<file path="src/rtl/load_store_unit.sv">
// RV32I MEM-stage load/store unit: word-aligned handshaked memory requests, byte lanes, load extension.
// Optional LSU_MISALIGN_TRAP_EN rejects misaligned and illegal-funct3 accesses without touching memory.
module load_store_unit #(
  parameter int TIMEOUT = 255
) (
  input  logic        clk,
  input  logic        rst_n,
  input  logic        load_i,
  input  logic        store_i,
  input  logic [2:0]  funct3_i,
  input  logic [31:0] addr_i,
  input  logic [31:0] wdata_i,
  output logic [31:0] rdata_o,
  output logic        stall_o,
  output logic        err_o,
  output logic        mem_req_o,
  output logic        mem_we_o,
  output logic [31:0] mem_addr_o,
  output logic [3:0]  mem_be_o,
  output logic [31:0] mem_wdata_o,
  input  logic [31:0] mem_rdata_i,
  input  logic        mem_ack_i
);

  typedef enum logic [1:0] {S_IDLE, S_REQ, S_DONE} state_t;

  localparam logic [1:0] SZ_B = 2'd0;
  localparam logic [1:0] SZ_H = 2'd1;
  localparam logic [1:0] SZ_W = 2'd2;
  localparam logic [7:0] TO   = 8'(TIMEOUT);

  state_t      r_state, w_next;
  logic [7:0]  r_cnt;
  logic        r_err;
  logic [1:0]  r_size;
  logic        r_uns;
  logic [1:0]  r_off;
  logic [31:0] r_rdata;
  logic        r_we;
  logic [31:0] r_addr;
  logic [3:0]  r_be;
  logic [31:0] r_wdata;

  logic        w_access;
  logic        w_reject;
  logic        w_timeout;
  logic [1:0]  w_size;
  logic        w_uns;
  logic [3:0]  w_be;
  logic [31:0] w_wdata;

  function automatic logic [31:0] load_extend(input logic [31:0] word, input logic [1:0] size,
                                              input logic uns, input logic [1:0] off);
    logic [7:0]  b;
    logic [15:0] h;
    b = word[{off, 3'b000} +: 8];
    h = off[1] ? word[31:16] : word[15:0];
    case (size)
      SZ_B:    load_extend = uns ? {24'b0, b} : {{24{b[7]}}, b};
      SZ_H:    load_extend = uns ? {16'b0, h} : {{16{h[15]}}, h};
      default: load_extend = word;
    endcase
  endfunction

  assign w_access  = load_i | store_i;
  assign w_timeout = (r_cnt == TO);

  // Normalise funct3 to a size/unsigned pair; unknown encodings fall back to a full word.
  always_comb begin
    w_size = SZ_W;
    w_uns  = 1'b0;
    if (store_i) begin
      case (funct3_i)
        3'b000:  w_size = SZ_B;
        3'b001:  w_size = SZ_H;
        default: w_size = SZ_W;
      endcase
    end else begin
      case (funct3_i)
        3'b000:  w_size = SZ_B;
        3'b100: begin w_size = SZ_B; w_uns = 1'b1; end
        3'b001:  w_size = SZ_H;
        3'b101: begin w_size = SZ_H; w_uns = 1'b1; end
        default: w_size = SZ_W;
      endcase
    end
  end

`ifdef LSU_MISALIGN_TRAP_EN
  logic w_illegal;
  logic w_misalign;
  always_comb begin
    if (store_i) w_illegal = (funct3_i != 3'b000) && (funct3_i != 3'b001) && (funct3_i != 3'b010);
    else         w_illegal = (funct3_i == 3'b011) || (funct3_i == 3'b110) || (funct3_i == 3'b111);
    w_misalign = ((w_size == SZ_H) && addr_i[0]) || ((w_size == SZ_W) && (addr_i[1:0] != 2'b00));
    w_reject   = w_access && (w_illegal || w_misalign);
  end
`else
  assign w_reject = 1'b0;
`endif

  always_comb begin
    case (w_size)
      SZ_B: begin
        w_be    = 4'b0001 << addr_i[1:0];
        w_wdata = {4{wdata_i[7:0]}};
      end
      SZ_H: begin
        w_be    = 4'b0011 << {addr_i[1], 1'b0};
        w_wdata = {2{wdata_i[15:0]}};
      end
      default: begin
        w_be    = 4'b1111;
        w_wdata = wdata_i;
      end
    endcase
  end

  always_ff @(posedge clk or negedge rst_n) begin
    if (!rst_n) r_state <= S_IDLE;
    else        r_state <= w_next;
  end

  always_comb begin
    w_next = r_state;
    case (r_state)
      S_IDLE: if (w_access) w_next = w_reject ? S_DONE : S_REQ;
      S_REQ:  if (mem_ack_i || w_timeout) w_next = S_DONE;
      default: w_next = S_IDLE;
    endcase
  end

  always_comb begin
    mem_req_o = (r_state == S_REQ);
    stall_o   = ((r_state == S_IDLE) && w_access) || (r_state == S_REQ);
    err_o     = (r_state == S_DONE) && r_err;
  end

  // Request latch, wait counter and load result.
  always_ff @(posedge clk or negedge rst_n) begin
    if (!rst_n) begin
      r_cnt   <= 8'd0;
      r_err   <= 1'b0;
      r_size  <= SZ_W;
      r_uns   <= 1'b0;
      r_off   <= 2'b00;
      r_rdata <= 32'd0;
      r_we    <= 1'b0;
      r_addr  <= 32'd0;
      r_be    <= 4'd0;
      r_wdata <= 32'd0;
    end else begin
      case (r_state)
        S_IDLE: begin
          if (w_access && w_reject) begin
            r_err <= 1'b1;
          end else if (w_access) begin
            r_err   <= 1'b0;
            r_cnt   <= 8'd0;
            r_size  <= w_size;
            r_uns   <= w_uns;
            r_off   <= addr_i[1:0];
            r_we    <= store_i;
            r_addr  <= {addr_i[31:2], 2'b00};
            r_be    <= w_be;
            r_wdata <= w_wdata;
          end
        end
        S_REQ: begin
          if (mem_ack_i) begin
            if (!r_we) r_rdata <= load_extend(mem_rdata_i, r_size, r_uns, r_off);
          end else if (w_timeout) begin
            r_err <= 1'b1;
            if (!r_we) r_rdata <= 32'd0;
          end else begin
            r_cnt <= r_cnt + 8'd1;
          end
        end
        default: ;
      endcase
    end
  end

  assign rdata_o     = r_rdata;
  assign mem_we_o    = r_we;
  assign mem_addr_o  = r_addr;
  assign mem_be_o    = r_be;
  assign mem_wdata_o = r_wdata;

endmodule

</file>
<file path="config.mk">
export PLATFORM = sky130hd
export DESIGN_NAME = load_store_unit
export DESIGN_NICKNAME = d
export VERILOG_FILES = /design/src/rtl/load_store_unit.sv
export SDC_FILE = /design/constraint.sdc
export NUM_CORES = 1
export LEC_CHECK = 0
export CAP_MARGIN = 40
export CORE_AREA = 2 2 149 151
export CTS_CLUSTER_SIZE = 8
export DETAILED_ROUTE_END_ITERATION = 8
export DIE_AREA = 0 0 151 153
export PLACE_DENSITY_LB_ADDON = 0.2
export SYNTH_ARGS = -nofsm -noshare
export SYNTH_HDL_FRONTEND = slang
export SYNTH_SLANG_ARGS = --single-unit
</file>
<file path="constraint.sdc">
create_clock -name clk -period 2.3 [get_ports clk]
set_clock_uncertainty 0.1 [all_clocks]
set_input_delay 0.345 -clock clk [delete_from_list [all_inputs] [get_ports clk]]
set_output_delay 0.345 -clock clk [all_outputs]
set_load 0.03 [all_outputs]
</file>
==> impl_metrics.toml, run 1 <==
[placed_design]
post-place-cells = 1016
dp_hpwl_mm = 12.4
gp_congestion = 0.817
preCtsSetupSlack_ps = 72.9
io_buffers = 205

[worst_setup_path]
arrival_ps = 1740
end_kind = "primary output"
crit_type = "reg -> out"
crit_path_max_incr_delay_ps = 660
worstSetupStartpointType = "register"
crit_chain = "nand2b_4 > inv_1 > clkdlybuf4s50_1"
crit_fanout = 6
cp.required_ps = 1860
crit_path_top_delay_cell = "clkdlybuf4s50_1"

[global_route]
grt_usage = 0.150
antenna_found_initial = 0
grt_max_degree = 76
grt_pass1_vias = 4992
grt_pass1_wl_mm = 27.1
grt-ovfl-total = 0

[cts]
cts_root_buf = "clkbuf_16"
clock_sinks = 115
htree_levels = 4
cts_buffers = 17
clk_latency_ps = 400
clkTransAtPathRegs_ps = 50
clock_path_buffers = 2
cts_tree = "built"

[floorplanning]
die_area_mm2 = 0.0231
rows = 54
die_x_um = 151
core_mm2 = 0.0215
die_h_um = 153
start_util = 0.246
ios = 208

[power_and_ir_drop]
totalPowerFinal_w = 0.0125
power_density_mw_per_mm2 = 1490
vdd_ir_drop_max_uv = 567
power.leakage_nw = 3.66

[sta]
rsz0062_at_grt = "false"
fin_ws_ps = 119
hold_viol = 0
finalCritPeriodShare = 0.948
worstMarginPinSlew_ps = 567
min_period_ps = 2180
setup_tns_ps = 0
max_clock_freq_mhz = 458
setup_viol = 0
slew_headroom = 0.622
drv_slew = 0

[layout]
final_core_util = 0.391
drive_gt1_frac = 0.100
nets = 861
syn2layout_area_growth_pct = 59.0
final_cells = 1047
fillerInstances = 2181
antenna_cells = 0

[hold_path]
min_path_type = "in -> async"

[yosys]
synth_cell_types = 48
synth_edf_count = 0
yosysWarnings = 0
syn_area_per_cell_um2 = 9.78
synth_flop_cell = "dfrtp_1"
synth-async-reset-ratio = 1.00
synth_cells = 540
yosys_register_bits = 115
netlist_area_mm2 = 0.00528
yosysSeqAreaShare = 0.545

[route]
dr.pass1.iters = 5
drtIter0Drc = 149
drc = 0
antenna_left = 0
routed_wl_mm = 17.0
via_per_inst = 4.54
num_vias = 4753
wl_per_cell_um = 16.3

[flow_run]
max-cap-violations = 0

[outcome]
status = "finished, final reports clean"
-- layout by cell type (no fill, tap or decap), types with 5 or more instances in the layout --
cell type and count:
nor2_1 14, o21ai_0 45, nand2b_1 17, nand2_1 178
mux2_2 8, mux2i_1 33, o2bb2ai_1 8, buf_4 22
buf_12 5, inv_1 5, clkbuf_16 17, dfrtp_1 114
a221o_1 16, clkdlybuf4s50_1 203, nor2b_1 9, a32o_1 8
-- final timing paths --
check	start	end	slack (ps)	cells after the start
max in group asynchronous	rst_n	r_size[1]	1120	3
hold reg to reg	mem_wdata_o[14]	mem_wdata_o[14]	370	2
setup / recovery	r_state[1]	mem_req_o	120	3
setup reg to reg	r_off[1]	rdata_o[23]	340	4
min in group clk	addr_i[30]	mem_addr_o[30]	370	3
hold / removal	rst_n	rdata_o[28]	340	2
-- where the power goes --
group	leakage [nW]	internal [W]	total (W)	switching (W)
sequential	1.42	0.00295	0.00358	0.000625
clock	0.288	0.00174	0.00267	0.000931
combinational	1.95	0.00261	0.00624	0.00363
total	3.66	0.00730	0.0125	0.00519
-- area by class of cell --
| type | instances | area [um^2] | share of cell area |
|---|---|---|---|
| clock buffers | 20 | 457 | 0.0544 |
| clock inverters | 10 | 134 | 0.0160 |
| inverters | 5 | 18.8 | 0.00224 |
| multi-input cells | 385 | 2240 | 0.267 |
| flip-flops and latches | 115 | 2880 | 0.343 |
| well taps | 280 | 350 | 0.0417 |
| repair buffers | 232 | 2320 | 0.276 |
-- registers in the layout (all words and copies together), names as in the netlist, 2 cells and up --
| register | count |
|---|---|
| r_size | 2 |
| r_state | 2 |
| mem_addr_o | 30 |
| mem_wdata_o | 32 |
| r_off | 2 |
| rdata_o | 32 |
| mem_be_o | 4 |
| r_cnt | 8 |
-- kinds of logic after synthesis --
logic type | count (synthesis) | synth area share
muxes | 42 | 0.0839
DFF | 115 | 0.545
other | 1 | 0.000710
xor gates and xnor gates | 1 | 0.00166
and+or+nand+nor | 235 | 0.192
AOI/OAI and AO/OA | 104 | 0.139
buffers and inverters | 41 | 0.0351
adders and majority gates | 1 | 0.00237
-- through the flow --
| stage | cell area [um^2] | hold slack, ps |
|---|---|---|
| 3_5_place_dp | 7790 | 237 |
| 2_1_floorplan | 5280 | -50.6 |
| 3_3_place_gp | 7790 | 237 |
| 6_report | 8390 | 345 |
| 4_1_cts | 8390 | 339 |
| 5_1_grt | 8390 | 359 |
-- timing repair --
action / 4_1_cts / 5_1_grt
hold buffers: 1 / 0
setup endpoints to repair: 1 / 0
hold endpoints to repair: 31 / 0
gates resized for setup: 1 / 0
setup buffers: 0 / 0
-- critical path, delay by kind of cell, from the launching register on --
family,cells,cell delay [ps]
flops,1,410
simple gates,1,190
buf+inv,2,730
-- cell usage after synthesis (2+ instances only) --
library cell / count / area share
a21oi_1: 5 / 0.0047
o21ai_0: 45 / 0.043
mux2_2: 8 / 0.017
dfrtp_1: 114 / 0.54
nand4_1: 2 / 0.0024
o211ai_1: 3 / 0.0043
buf_4: 2 / 0.0028
o2bb2ai_1: 8 / 0.013
or4_1: 2 / 0.0028
a221o_1: 16 / 0.030
a211oi_1: 2 / 0.0028
nor2_1: 14 / 0.010
o21ai_1: 3 / 0.0028
o21a_1: 2 / 0.0028
a32o_1: 8 / 0.015
buf_1: 4 / 0.0028
clkbuf_1: 16 / 0.011
buf_2: 12 / 0.011
a22o_1: 2 / 0.0033
nor2b_1: 9 / 0.011
inv_1: 5 / 0.0036
nand2b_1: 17 / 0.020
nand3_1: 3 / 0.0028
nand2_1: 178 / 0.13
a31oi_1: 3 / 0.0036
mux2i_1: 33 / 0.063
o31ai_1: 3 / 0.0043
-- metal layers --
| metal | vias to the layer above | routed length, um | share of wire | global-route usage |
|---|---|---|---|---|
| li1 | 2275 | - | - | - |
| met1 | 2292 | 7390 | 0.43 | 0.182 |
| met2 | 180 | 7890 | 0.46 | 0.242 |
| met3 | 6 | 1610 | 0.095 | 0.0693 |
| met4 | 0 | 121 | 0.0071 | 0.0378 |
| met5 | - | 0 | 0 | 0 |
Note: power is estimated with default switching activity, not from simulation.
==> inputs of run 2 (changes only) <==
--- a/config.mk
+++ b/config.mk
@@ -10,6 +10,7 @@
 export CTS_CLUSTER_SIZE = 8
 export DETAILED_ROUTE_END_ITERATION = 8
 export DIE_AREA = 0 0 151 153
+export HOLD_SLACK_MARGIN = 0.1
 export PLACE_DENSITY_LB_ADDON = 0.2
 export SYNTH_ARGS = -nofsm -noshare
 export SYNTH_HDL_FRONTEND = slang
==> results of run 2 <==
Final layout, timing and power as in run 1 (identical DEF).
==> inputs of run 3 (changes only) <==
--- a/config.mk
+++ b/config.mk
@@ -6,10 +6,11 @@
 export NUM_CORES = 1
 export LEC_CHECK = 0
 export CAP_MARGIN = 40
-export CORE_AREA = 2 2 149 151
+export CORE_AREA = 8 8 126 128
 export CTS_CLUSTER_SIZE = 8
 export DETAILED_ROUTE_END_ITERATION = 8
-export DIE_AREA = 0 0 151 153
+export DIE_AREA = 0 0 134 136
+export GPL_ROUTABILITY_DRIVEN = 0
 export HOLD_SLACK_MARGIN = 0.1
 export PLACE_DENSITY_LB_ADDON = 0.2
 export SYNTH_ARGS = -nofsm -noshare
==> run 3 against run 2 <==
Sequential share of layout area rose by 0.60 points. Highest routed layer unchanged. Non-clock buffer count decreased by 10. Sequential power about the same. Largest cell class unchanged. Critical path depth unchanged.
==> impl_metrics.toml, run 3 (synthesized netlist as in run 1, its figures left out) <==
[outcome]
status = "finished, final reports clean"

[route]
dr.pass1.iters = 4
routed_wl_mm = 17.0
num_vias = 4751
drtIter0Drc = 268
wl_per_cell_um = 18.0
via_per_inst = 5.04
antenna_left = 0
drc = 0

[cts]
clk_latency_ps = 410
clock_sinks = 115
cts_buffers = 17
cts_root_buf = "clkbuf_16"
clkTransAtPathRegs_ps = 50
htree_levels = 4
postCtsSetupRepairBufs = 0
clock_path_buffers = 2
cts_tree = "built"

[layout]
syn2layout_area_growth_pct = 56.3
antenna_cells = 0
final_cells = 943
drive_gt1_frac = 0.0909
nets = 851
mostFrequentLayoutCells = "203 x clkdlybuf4s50_1, 178 x nand2_1, 114 x dfrtp_1"
final_common_cell = "clkdlybuf4s50_1"

[floorplanning]
ios = 208
rows = 44
die_area_mm2 = 0.0182
die_x_um = 134
start_util = 0.376
die_h_um = 136
core_mm2 = 0.0140

[global_route]
met2_usage = 0.293
grt-ovfl-total = 0
grt_max_degree = 97
use_met1 = 0.218
grt_pass1_wl_mm = 27.1
grt-busiest-layer = "met2"
use_met3 = 0.0920
grt_usage = 0.189
antenna_found_initial = 0
grt_pass1_vias = 5096

[worst_setup_path]
crit_fanout = 6
cp.required_ps = 1860
worstSetupStartpointType = "register"
crit_path_max_incr_delay_ps = 660
arrival_ps = 1760
end_kind = "primary output"
crit_type = "reg -> out"
crit_path_top_delay_cell = "clkdlybuf4s50_1"
crit_chain = "nand2b_4 > inv_1 > clkdlybuf4s50_1"

[power_and_ir_drop]
power_density_mw_per_mm2 = 1530
power.leakage_nw = 3.64
vdd_ir_drop_max_uv = 683

[placed_design]
io_buffers = 205
dp_hpwl_mm = 12.4
post-place-cells = 910

[hold_path]
min_path_type = "in -> async"

[sta]
min_period_ps = 2200
drv_slew = 0
worstMarginPinSlew_ps = 600
max_clock_freq_mhz = 454
setup_viol = 0
slew_headroom = 0.600
hold_viol = 0
rsz0062_at_grt = "false"
setup_tns_ps = 0
finalCritPeriodShare = 0.957

[flow_run]
max-cap-violations = 0
-- run 3: changes by cell type in the layout (fill, tap and decap cells not counted), sizes merged --
cell,previous run,this run
bufinv,3,5
clkinvlp,2,1
clkbuf,20,22
buf,27,17
clkinv,5,4
-- run 3: what timing repair did --
action	CTS	global route
setup endpoints to repair	1	0
hold buffers	1	0
endpoints found under the hold margin	24	0
gates resized for setup	2	0
-- run 3: worst paths after layout --
kind	startpoint	to	slack (ps)	cells after the start
max	r_state[1]	mem_req_o	100	3
max reg2reg	r_off[1]	rdata_o[13]	370	4
min in group clk	addr_i[26]	mem_addr_o[26]	350	3
min reg2reg	mem_addr_o[14]	mem_addr_o[14]	370	2
min	rst_n	rdata_o[26]	290	2
max in group asynchronous	rst_n	rdata_o[20]	1190	3
-- run 3: layout make-up --
type                    count  area (um^2)
well taps                 184          230
inverters                   5         18.8
clock inverters            10          178
multi-input cells         385         2240
fillers                  1268         5790
clock buffers              22          474
repair buffers            222         2230
flip-flops and latches    115         2880
-- run 3: per-layer routing --
| metal | wire [um] | vias up | part of all wire |
|---|---|---|---|
| met4 | 428 | 0 | 0.025 |
| met5 | 0 | - | 0 |
| met2 | 7940 | 178 | 0.47 |
| met1 | 6900 | 2280 | 0.41 |
| li1 | - | 2268 | - |
| met3 | 1740 | 25 | 0.10 |
-- run 3: power by group --
| group | total (W) | switching (W) | internal, W |
|---|---|---|---|
| clock | 0.00290 | 0.000906 | 0.00200 |
| sequential | 0.00360 | 0.000645 | 0.00295 |
| combinational | 0.00612 | 0.00358 | 0.00253 |
| total | 0.0126 | 0.00513 | 0.00748 |
-- run 3: metrics by stage --
| step | utilization | setup slack [ps] | cell area [um^2] | power, W | hold slack (ps) |
|---|---|---|---|---|---|
| final | 0.588 | 98.7 | 8250 | 0.0126 | 291 |
| after global routing | 0.588 | 12.4 | 8250 | 0.0134 | 332 |
| after CTS | 0.588 | 65.7 | 8250 | 0.0128 | 292 |
| after detailed placement | 0.540 | 93.4 | 7590 | 0.00979 | 191 |
| after global placement | 0.540 | 132 | 7590 | 0.00968 | 184 |
| after floorplan | - | 507 | 5280 | 0.00707 | -50.6 |
-- run 3: critical path, delay by kind of cell, from the launching register on --
family	cells	cell delay [ps]
buffers and inverters	2	720
DFF	1	420
and+or+nand+nor	1	200
